`src/rtl/mdu_alu_pkg.sv`:
```
// Shared op codes, FSM state encoding and small decode helpers for mdu_alu.
// The iterative multiply/divide unit is built only when MDU_ALU_MDU_EN is defined.
package mdu_alu_pkg;

  typedef enum logic [3:0] {
    ADD   = 4'd0,
    SUB   = 4'd1,
    OR    = 4'd2,
    SLT   = 4'd3,
    SLTU  = 4'd4,
    ADDO  = 4'd5,
    SUBO  = 4'd6,
    PASSB = 4'd7,
    BLTZ  = 4'd8,
    MFHI  = 4'd9,
    MFLO  = 4'd10,
    MULT  = 4'd11,
    MULTU = 4'd12,
    DIV   = 4'd13,
    DIVU  = 4'd14
  } op_t;

  typedef enum logic [1:0] {
    IDLE = 2'd0,
    RUN  = 2'd1,
    FIX  = 2'd2
  } state_t;

  function automatic logic is_mdu_op(input op_t op);
    return (op == MULT) || (op == MULTU) || (op == DIV) || (op == DIVU);
  endfunction

  function automatic logic is_signed_mdu_op(input op_t op);
    return (op == MULT) || (op == DIV);
  endfunction

endpackage

```
`src/rtl/mdu_alu_mdu_iter.sv`:
```
// Iterative multiply/divide engine: shift-add multiply or restoring divide on
// operand magnitudes, one bit per cycle, with a final sign-fix cycle.
module mdu_iter
  import mdu_alu_pkg::*;
#(
  parameter int WIDTH = 32
) (
  input  logic             clk,
  input  logic             rst_n,
  input  logic             start,
  input  op_t              op,
  input  logic [WIDTH-1:0] a,
  input  logic [WIDTH-1:0] b,
  output logic             done,
  output logic [WIDTH-1:0] hi,
  output logic [WIDTH-1:0] lo,
  output state_t           state
);

  localparam int CNT_W = $clog2(WIDTH) + 1;
  localparam logic [CNT_W-1:0] LAST = CNT_W'(WIDTH - 1);

  state_t           state_nx;
  logic [CNT_W-1:0] cnt;
  logic [WIDTH-1:0] acc_hi;
  logic [WIDTH-1:0] acc_lo;
  logic [WIDTH-1:0] opnd;
  logic             is_div;
  logic             neg_q;
  logic             neg_r;
  logic             div_zero;

  logic             sign_a;
  logic             sign_b;
  logic [WIDTH-1:0] mag_a;
  logic [WIDTH-1:0] mag_b;
  logic [WIDTH:0]   mul_sum;
  logic [WIDTH:0]   div_trial;
  logic [WIDTH:0]   div_diff;
  logic [2*WIDTH-1:0] prod_fix;
  logic [WIDTH-1:0] quo_fix;
  logic [WIDTH-1:0] rem_fix;

  // Unsigned ops see clear sign bits, so their magnitudes are the raw operands.
  always_comb begin
    sign_a = is_signed_mdu_op(op) & a[WIDTH-1];
    sign_b = is_signed_mdu_op(op) & b[WIDTH-1];
    mag_a  = sign_a ? (~a + 1'b1) : a;
    mag_b  = sign_b ? (~b + 1'b1) : b;
  end

  // acc_hi holds the partial product (multiply) or partial remainder (divide);
  // acc_lo holds the multiplier being shifted out or the quotient being shifted in.
  always_comb begin
    mul_sum   = {1'b0, acc_hi} + (acc_lo[0] ? {1'b0, opnd} : '0);
    div_trial = {acc_hi, acc_lo[WIDTH-1]};
    div_diff  = div_trial - {1'b0, opnd};
    prod_fix  = neg_q ? (~{acc_hi, acc_lo} + 1'b1) : {acc_hi, acc_lo};
    quo_fix   = div_zero ? '1 : (neg_q ? (~acc_lo + 1'b1) : acc_lo);
    rem_fix   = neg_r ? (~acc_hi + 1'b1) : acc_hi;
  end

  always_comb begin
    state_nx = state;
    case (state)
      IDLE:    if (start) state_nx = RUN;
      RUN:     if (cnt == LAST) state_nx = FIX;
      FIX:     state_nx = IDLE;
      default: state_nx = IDLE;
    endcase
  end

  always_ff @(posedge clk) begin
    if (!rst_n) state <= IDLE;
    else        state <= state_nx;
  end

  always_ff @(posedge clk) begin
    if (!rst_n) begin
      cnt      <= '0;
      acc_hi   <= '0;
      acc_lo   <= '0;
      opnd     <= '0;
      is_div   <= 1'b0;
      neg_q    <= 1'b0;
      neg_r    <= 1'b0;
      div_zero <= 1'b0;
      done     <= 1'b0;
      hi       <= '0;
      lo       <= '0;
    end else begin
      done <= 1'b0;
      case (state)
        IDLE: begin
          if (start) begin
            cnt      <= '0;
            acc_hi   <= '0;
            acc_lo   <= mag_a;
            opnd     <= mag_b;
            is_div   <= (op == DIV) || (op == DIVU);
            neg_q    <= sign_a ^ sign_b;
            neg_r    <= sign_a;
            div_zero <= (b == '0);
          end
        end
        RUN: begin
          cnt <= cnt + 1'b1;
          if (is_div) begin
            if (!div_diff[WIDTH]) begin
              acc_hi <= div_diff[WIDTH-1:0];
              acc_lo <= {acc_lo[WIDTH-2:0], 1'b1};
            end else begin
              acc_hi <= div_trial[WIDTH-1:0];
              acc_lo <= {acc_lo[WIDTH-2:0], 1'b0};
            end
          end else begin
            {acc_hi, acc_lo} <= {mul_sum, acc_lo[WIDTH-1:1]};
          end
        end
        FIX: begin
          done <= 1'b1;
          if (is_div) begin
            hi <= rem_fix;
            lo <= quo_fix;
          end else begin
            hi <= prod_fix[2*WIDTH-1:WIDTH];
            lo <= prod_fix[WIDTH-1:0];
          end
        end
        default: ;
      endcase
    end
  end

endmodule

```
`src/rtl/mdu_alu.sv`:
```
// Registered MIPS-style ALU with optional iterative MDU (macro MDU_ALU_MDU_EN).
// WIDTH must be even and at least 8.
module mdu_alu
  import mdu_alu_pkg::*;
#(
  parameter int WIDTH = 32
) (
  input  logic             clk,
  input  logic             rst_n,
  input  logic             start,
  input  logic [3:0]       op,
  input  logic             alu_src,
  input  logic [WIDTH-1:0] a_in,
  input  logic [WIDTH-1:0] b_in,
  input  logic [WIDTH-1:0] imm_in,
  output logic [WIDTH-1:0] result,
  output logic             zero,
  output logic             overflow,
  output logic             bltz_flag,
  output logic             busy,
  output logic             done,
  output logic [WIDTH-1:0] hi_out,
  output logic [WIDTH-1:0] lo_out
);

  // Handshake: an op is accepted on a rising edge where start=1 and busy=0;
  // starts seen while busy=1 are dropped. done pulses for exactly one cycle per
  // accepted op, and a new start may be accepted in that same cycle.

  op_t              op_e;
  logic [WIDTH-1:0] opb;
  logic             accept;
  logic             mdu_go;
  logic             mdu_done;
  logic             done_sc;
  logic [WIDTH:0]   sum_x;
  logic [WIDTH:0]   dif_x;
  logic [WIDTH-1:0] res_nx;
  logic             ovf_nx;
  logic             bltz_nx;

  assign op_e   = op_t'(op);
  assign opb    = alu_src ? imm_in : b_in;
  assign accept = start & ~busy;

`ifdef MDU_ALU_MDU_EN
  state_t mdu_state;

  assign mdu_go = accept & is_mdu_op(op_e);
  assign busy   = (mdu_state != IDLE);

  mdu_iter #(
    .WIDTH (WIDTH)
  ) u_mdu_iter (
    .clk   (clk),
    .rst_n (rst_n),
    .start (mdu_go),
    .op    (op_e),
    .a     (a_in),
    .b     (b_in),
    .done  (mdu_done),
    .hi    (hi_out),
    .lo    (lo_out),
    .state (mdu_state)
  );
`else
  assign mdu_go   = 1'b0;
  assign mdu_done = 1'b0;
  assign busy     = 1'b0;
  assign hi_out   = '0;
  assign lo_out   = '0;
`endif

  // Sign-extending by one bit makes signed overflow visible as bit[W] != bit[W-1].
  always_comb begin
    sum_x   = {a_in[WIDTH-1], a_in} + {opb[WIDTH-1], opb};
    dif_x   = {a_in[WIDTH-1], a_in} - {opb[WIDTH-1], opb};
    res_nx  = '0;
    ovf_nx  = 1'b0;
    bltz_nx = 1'b0;
    case (op_e)
      ADD:   res_nx = sum_x[WIDTH-1:0];
      SUB:   res_nx = dif_x[WIDTH-1:0];
      OR:    res_nx = a_in | opb;
      SLT:   res_nx = {{(WIDTH-1){1'b0}}, ($signed(a_in) < $signed(opb))};
      SLTU:  res_nx = {{(WIDTH-1){1'b0}}, (a_in < opb)};
      ADDO: begin
        res_nx = sum_x[WIDTH-1:0];
        ovf_nx = sum_x[WIDTH] ^ sum_x[WIDTH-1];
      end
      SUBO: begin
        res_nx = dif_x[WIDTH-1:0];
        ovf_nx = dif_x[WIDTH] ^ dif_x[WIDTH-1];
      end
      PASSB: res_nx = opb;
      BLTZ: begin
        res_nx  = {{(WIDTH-1){1'b0}}, a_in[WIDTH-1]};
        bltz_nx = a_in[WIDTH-1];
      end
      MFHI:  res_nx = hi_out;
      MFLO:  res_nx = lo_out;
      default: ;
    endcase
  end

  // MDU ops leave result untouched but still clear the flags.
  always_ff @(posedge clk) begin
    if (!rst_n) begin
      result    <= '0;
      overflow  <= 1'b0;
      bltz_flag <= 1'b0;
      done_sc   <= 1'b0;
    end else begin
      done_sc <= accept & ~mdu_go;
      if (accept) begin
        overflow  <= ovf_nx;
        bltz_flag <= bltz_nx;
        if (!mdu_go) result <= res_nx;
      end
    end
  end

  assign zero = (result == '0);
  assign done = done_sc | mdu_done;

endmodule

```
`config.mk`:
```
export PLATFORM = sky130hd
export DESIGN_NAME = mdu_alu
export DESIGN_NICKNAME = d
export VERILOG_FILES = /design/src/rtl/mdu_alu_pkg.sv /design/src/rtl/mdu_alu_mdu_iter.sv /design/src/rtl/mdu_alu.sv
export SDC_FILE = /design/constraint.sdc
export NUM_CORES = 1
export LEC_CHECK = 0
export CAP_MARGIN = 25
export CELL_PAD_IN_SITES_DETAIL_PLACEMENT = 1
export CELL_PAD_IN_SITES_GLOBAL_PLACEMENT = 1
export CORE_MARGIN = 2
export CORE_UTILIZATION = 35
export CTS_BUF_LIST = sky130_fd_sc_hd__clkbuf_8
export DETAILED_ROUTE_END_ITERATION = 10
export GPL_TIMING_DRIVEN = 0
export PLACE_DENSITY_LB_ADDON = 0.1
export SYNTH_ARGS = -nofsm -noshare
export SYNTH_HDL_FRONTEND = slang
export SYNTH_HIERARCHICAL = 1
export SYNTH_SLANG_ARGS = --single-unit
export TNS_END_PERCENT = 5
```
`constraint.sdc`:
```
create_clock -name clk -period 6.1 [get_ports clk]
set_input_delay 1.525 -clock clk [delete_from_list [all_inputs] [get_ports clk]]
set_output_delay 1.525 -clock clk [all_outputs]
set_load 0.005 [all_outputs]
```
# After elaboration in Yosys (flattened, before gate mapping)
# Cells that the tools add are included.
[totals] reg_bits=35 input_bits=104
[op_classes] addsub=2 n_lt_le_gt_ge=2 eq_ne=8 n_mux=4 n_bitwise=3 reduce_logical=4
[op_table] op="32-bit one-hot mux with 7 select lines" n=1
[op_table] op="32-bit less-than comparator" n=2
[op_table] op="32-bit by 32-bit adder with 33-bit output" n=1
[op_table] op="32-bit by 32-bit subtractor with 33-bit output" n=1
[op_table] op="32-bit zero test" n=1
[op_table] op="32-bit two-way mux" n=1
[op_table] op="32-bit bitwise OR" n=1
[op_table] op="4-bit by 3-bit equality test with 1-bit output (second input constant)" n=4
[op_table] op="4-bit by 2-bit equality test with 1-bit output (second input constant)" n=2
[op_table] op="4-bit by 1-bit equality test with 1-bit output (second input constant)" n=1
[op_table] op="4-bit equality test (second input constant)" n=1
[op_table] op="4-bit zero test" n=1
[op_table] op="2-bit OR reduction" n=2
[op_table] op="1-bit one-hot mux with 2 select lines" n=1
[op_table] op="1-bit bitwise XOR" n=2
[op_table] op="1-bit two-way mux" n=1

# Depth between registers and ports, before layout
# Gate-level depths: netlist (run 1).
[depth] word_depth=4 mapped_depth=16

# Worst setup path after synthesis (run 1)
# OpenSTA, ideal clock, no wires.
[synth_timing] path_kind="input-to-reg" start="input port alu_src" end="register result[28]" setup_ns=0.126 t_arrival_ns=5.333 t_required_ns=5.974 slack_ns=0.641 cell_stages=16 n_path_buf=4 cell_sequence="clkbuf_1 buf_1 clkbuf_1 mux2i_1 ha_1 clkbuf_1 nor2b_1 o21bai_1 a31oi_1 a211oi_2 o311ai_2 a21o_1 a31oi_1 a221o_1 a21oi_1 o21ai_0"
[synth_between] elab_chain_len=3 word_cells_on_any_way=5
[synth_rtl] element="start, declared" line_no="mdu_alu.sv:12" rtl="input logic alu_src,"
[synth_rtl] element="32-bit two-way mux *" line_no="mdu_alu.sv:43" rtl="assign opb = alu_src ? imm_in : b_in;"
[synth_rtl] element="32-bit by 32-bit subtractor with 33-bit output (tied with other cells)" line_no="mdu_alu.sv:77" rtl="dif_x = {a_in[WIDTH-1], a_in} - {opb[WIDTH-1], opb};"
[synth_rtl] element="32-bit one-hot mux with 7 select lines *" line_no="mdu_alu.sv:81" rtl="case (op_e)"
[synth_rtl] element="end signal, assigned" line_no="mdu_alu.sv:118" rtl="if (!mdu_go) result <= res_nx;"
[synth_rtl] element="end, declared" line_no="mdu_alu.sv:16" rtl="output logic [WIDTH-1:0] result,"
# Mark *: on every way between the ends. The rest lies on a longest branch, timed or not.
# A chain may end at the register's enable or synchronous reset.

# Final worst setup path (run 1)
[layout_timing] start="input port alu_src" end="register result[25]"
# The elaborated chain is that of the path after synthesis.

==> summary by stage, run 1 <==
Global route
The total congestion overflow is 0. The initial antenna violation count came to 0. The number of global-route vias before repair came to 7649.

The combined global-route utilization of all metal layers is 0.271. Entering global routing, the biggest net connects 12 pins. The first global-routing pass estimated ~44 mm of wire.

Worst setup path
The cell with the largest stage delay on the worst path is mux2i_1. Data on the critical path is required at its endpoint by 6.27 ns. The worst setup path is of the primary input to flip-flop kind. Counting buffers and inverters, the worst setup path is 17 cells deep. The worst setup path is captured at a flip-flop. Together, buffers and inverters on the worst path number 5. The source of the worst register-to-register timing path is result[29]. On the critical path the largest part of the delay comes from compound AO/OA/AOI/OAI gates.

STA classifies the critical path startpoint as a primary input. In this run the worst setup path begins at alu_src. Following the worst setup path forward leads to its endpoint at result[25].

Data on the critical path arrives at its endpoint at 6.05 ns. Counting cells, the worst reg-to-reg path comes to 5. The worst register-to-register path ends at result[29]. The setup check on the worst reg-to-reg path leaves a slack of around 4.4 ns.

The stage delay of the slowest cell on the critical path is 0.43 ns. The signal on the critical path passes through clkbuf_2 -> clkbuf_4 -> buf_8 -> clkbuf_4 -> mux2i_1 -> inv_1 -> ha_1 -> a211oi_1 -> o21bai_1 -> o22ai_2 -> o221ai_1 -> a31oi_2 -> o21ai_0 -> a41o_1 -> mux2i_1 -> a211oi_1 -> o21ai_0. In this run the worst path has a maximum fanout of 10.

CTS
The deepest clock path buffer count is 2. The later-pin clock latency in the skew report is about 0.31 ns. The clock transition at the register clock pins on the worst setup and hold paths after CTS is 0.08 ns. The tree is rooted in a clkbuf_8. The number of levels the H-tree was split into is 2. The TritonCTS clock tree is built. The hold-fix buffer count after cts is 0.

The clock buffer count from CTS is 5. The number of clock sinks is 35.

Routing
The final routed wire length divided by cell count is between 15 and 20 µm. The routed wire length is approximately 29 mm. The number of detailed-routing iterations run before antenna repair is 5. The DRC violations left is 0. Across all layers, the routed design uses ~8000 vias. Once detail routing completed, the nets flagged for antenna violations numbered 0.

The per-cell via count in the routed design is roughly 5.5. The DRC marker count from the first detailed-route iteration is between 400 and 500.

Die
The die area is between 20000 and 25000 µm². The initial cell density of the core is 0.356. The placeable core region is ~19000 µm². The count of pins on the block boundary is slightly above 200. The floorplan die height is about 140 µm. The die width is between 100 and 150 µm. The number of rows created at floorplan is 51.

Timing
In this run the tightest slew margin relative to its limit is 0.364. The number of pins with negative max-slew slack in the final report is 0. In the finished design, the share of the clock period the worst path needs comes to 0.964. The final worst slack is 0.221 ns. On the final layout, the worst clock skew is 0 ns. The count of final setup violators is 0. The maximum frequency from static timing analysis is between 150 and 200 MHz.

The minimum clock period after layout is 5.88 ns. Setup repair after global routing left no endpoint under its margin. At the pin with the least slew margin, the transition time is between 0.9 and 1 ns. The final hold violation count is 0.

Place
The cell total after placement is between 1000 and 1500. The pre-CTS setup slack is -1.13 ns. Input and output buffers added on the ports amount to ~140. The placer's final routability congestion estimate is between 0.9 and 1. The half-perimeter wire length after placement is 22.9 mm.

Pwr
The peak supply drop is roughly 0.12 mV. The overall power after layout is about 0.0013 W. In this run the power density over the cells is 145 nW/µm². For this design the static power due to leakage is between 4 and 5 nW.

Synth
The commonest register cell after synthesis is dfxtp_1. The async set or reset register ratio after synthesis is 0. The number of distinct library cells after synthesis is 76. The synthesized design contains 35 register bits.

The cell area that synthesis handed to floorplanning was 6920 µm². The share of synthesized area occupied by flip-flops and latches is 0.101. After technology mapping, the gate count stands at 975. The mean post-synth cell area is a little over 7 µm². Yosys mapped a number of flops with a built-in enable equal to 0. The Yosys step of the flow raised 6 warnings.

Final layout
The post-layout instance count excluding filler cells is roughly 1500. The repair_antennas step left the layout with diodes totalling 0. The most frequent standard cell in the layout excluding fill and tap cells is clkdlybuf4s50_1. The library cells used most frequently in the layout, excluding fill and tap cells, are clkdlybuf4s50_1, inv_1, ha_1. Relative to the synthesized area, the layout overhead comes to 30.4%. The net total in the final layout is roughly 1400. In the final layout, the share of cells above drive strength 1 is 0.0928.

Hold path
In this run the worst hold path is classified as flip-flop to flip-flop.

Run
The tool flagged a number of max-cap violations equal to 0.

Outcome
The run finished with clean final reports.
worst min-delay path by stage:
stage	from	cells after the start	end	slack [ns]
6_report	overflow	2	overflow	0.48
4_1_cts	overflow	2	overflow	0.49
3_5_place_dp	overflow	2	overflow	0.47
3_3_place_gp	overflow	2	overflow	0.46
5_1_grt	overflow	2	overflow	0.53
2_1_floorplan	overflow	2	overflow	0.47
worst reg2reg max path, stage by stage, from the launching register on:
cell     delay [ns]
dfxtp_1        0.39
nor2b_1        0.18
o21ai_0        0.14
or2_2          0.34
or4b_1         0.46
nand3_1        0.09
final cells by class:
type | count | area (µm²)
Fill cell | 2531 | 10400
Multi-Input combinational cell | 785 | 5380
Timing Repair Buffer | 138 | 1390
Buffer | 119 | 716
Sequential cell | 35 | 701
Inverter | 100 | 378
Tap cell | 265 | 332
Clock buffer | 5 | 68.8
Clock inverter | 3 | 63.8
cells by family (layout without fill, tap and decap cells):
kind of cell / after synthesis / after routing / synth area share
AO/OA/AOI/OAI: 334 / 334 / 0.322
AND/OR/NAND/NOR: 243 / 243 / 0.175
buffers and inverters: 219 / 365 / 0.157
adder cells (fa/ha/maj): 100 / 100 / 0.183
flip-flops: 35 / 35 / 0.101
multiplexers: 34 / 34 / 0.0497
XOR/XNOR: 9 / 9 / 0.0114
other: 1 / 65 / 0.000542
metal layers:
metal | GRT usage | vias to the layer above | wire [µm]
li1 | - | 3793 | -
met1 | 0.368 | 3844 | 12700
met2 | 0.450 | 317 | 13300
met3 | 0.0401 | 45 | 2010
met4 | 0.0705 | 0 | 765
met5 | 0 | - | 0
Yosys cell counts (all sizes together), types with 16 or more instances:
| library cell | n | area [µm²] |
|---|---|---|
| inv | 100 | 378 |
| ha | 98 | 1230 |
| a21oi | 84 | 424 |
| buf | 73 | 533 |
| nor2 | 71 | 267 |
| o21ai | 65 | 325 |
| nand2 | 50 | 188 |
| clkbuf | 46 | 173 |
| dfxtp | 35 | 701 |
| o22ai | 34 | 219 |
| mux2i | 31 | 310 |
| nor2b | 21 | 131 |
| o21bai | 19 | 143 |
| nor4 | 17 | 106 |
| nor3 | 16 | 85.1 |
metrics by stage:
stage	TNS (ns)	cell area [µm²]	utilization	hold WS (ns)
floorplan	0	7160	-	0.467
global placement	-20.40	8860	0.455	0.457
detailed placement	-15.98	8880	0.456	0.469
CTS	-0.00437	9020	0.464	0.489
global route	0	9030	0.464	0.528
finish	0	9030	0.464	0.480
flip-flops by register name, indices dropped and copies added, names as in the netlist:
signal     count
overflow       1
result        32
done           1
bltz_flag      1
power breakdown:
group	total (W)	switching [W]	internal, W
sequential	0.000255	0.0000137	0.000241
clock	0.000265	0.000103	0.000162
combinational	0.000786	0.000458	0.000328
total	0.00131	0.000575	0.000731
repair_timing:
action / 4_1_cts / 5_1_grt
pin swaps: 0 / 0
resized for setup: 6 / 4
endpoints found under the setup margin: 20 / 10
buffers inserted: 0 / 0
(Power assumes the default switching activity.)
==> inputs of run 2 (changes only) <==
--- a/config.mk
+++ b/config.mk
@@ -13,6 +13,7 @@
 export CTS_BUF_LIST = sky130_fd_sc_hd__clkbuf_8
 export DETAILED_ROUTE_END_ITERATION = 10
 export GPL_TIMING_DRIVEN = 0
+export HOLD_SLACK_MARGIN = 0.05
 export PLACE_DENSITY_LB_ADDON = 0.1
 export SYNTH_ARGS = -nofsm -noshare
 export SYNTH_HDL_FRONTEND = slang
==> results of run 2 <==
Final layout, timing and power as in run 1 (identical DEF).
==> inputs of run 3 (changes only) <==
--- a/config.mk
+++ b/config.mk
@@ -5,12 +5,13 @@
 export SDC_FILE = /design/constraint.sdc
 export NUM_CORES = 1
 export LEC_CHECK = 0
-export CAP_MARGIN = 25
+export CAP_MARGIN = 20
 export CELL_PAD_IN_SITES_DETAIL_PLACEMENT = 1
 export CELL_PAD_IN_SITES_GLOBAL_PLACEMENT = 1
 export CORE_MARGIN = 2
 export CORE_UTILIZATION = 35
 export CTS_BUF_LIST = sky130_fd_sc_hd__clkbuf_8
+export CTS_CLUSTER_SIZE = 10
 export DETAILED_ROUTE_END_ITERATION = 10
 export GPL_TIMING_DRIVEN = 0
 export HOLD_SLACK_MARGIN = 0.05
==> results of run 3 <==
Final layout, timing and power as in run 1 (identical DEF).
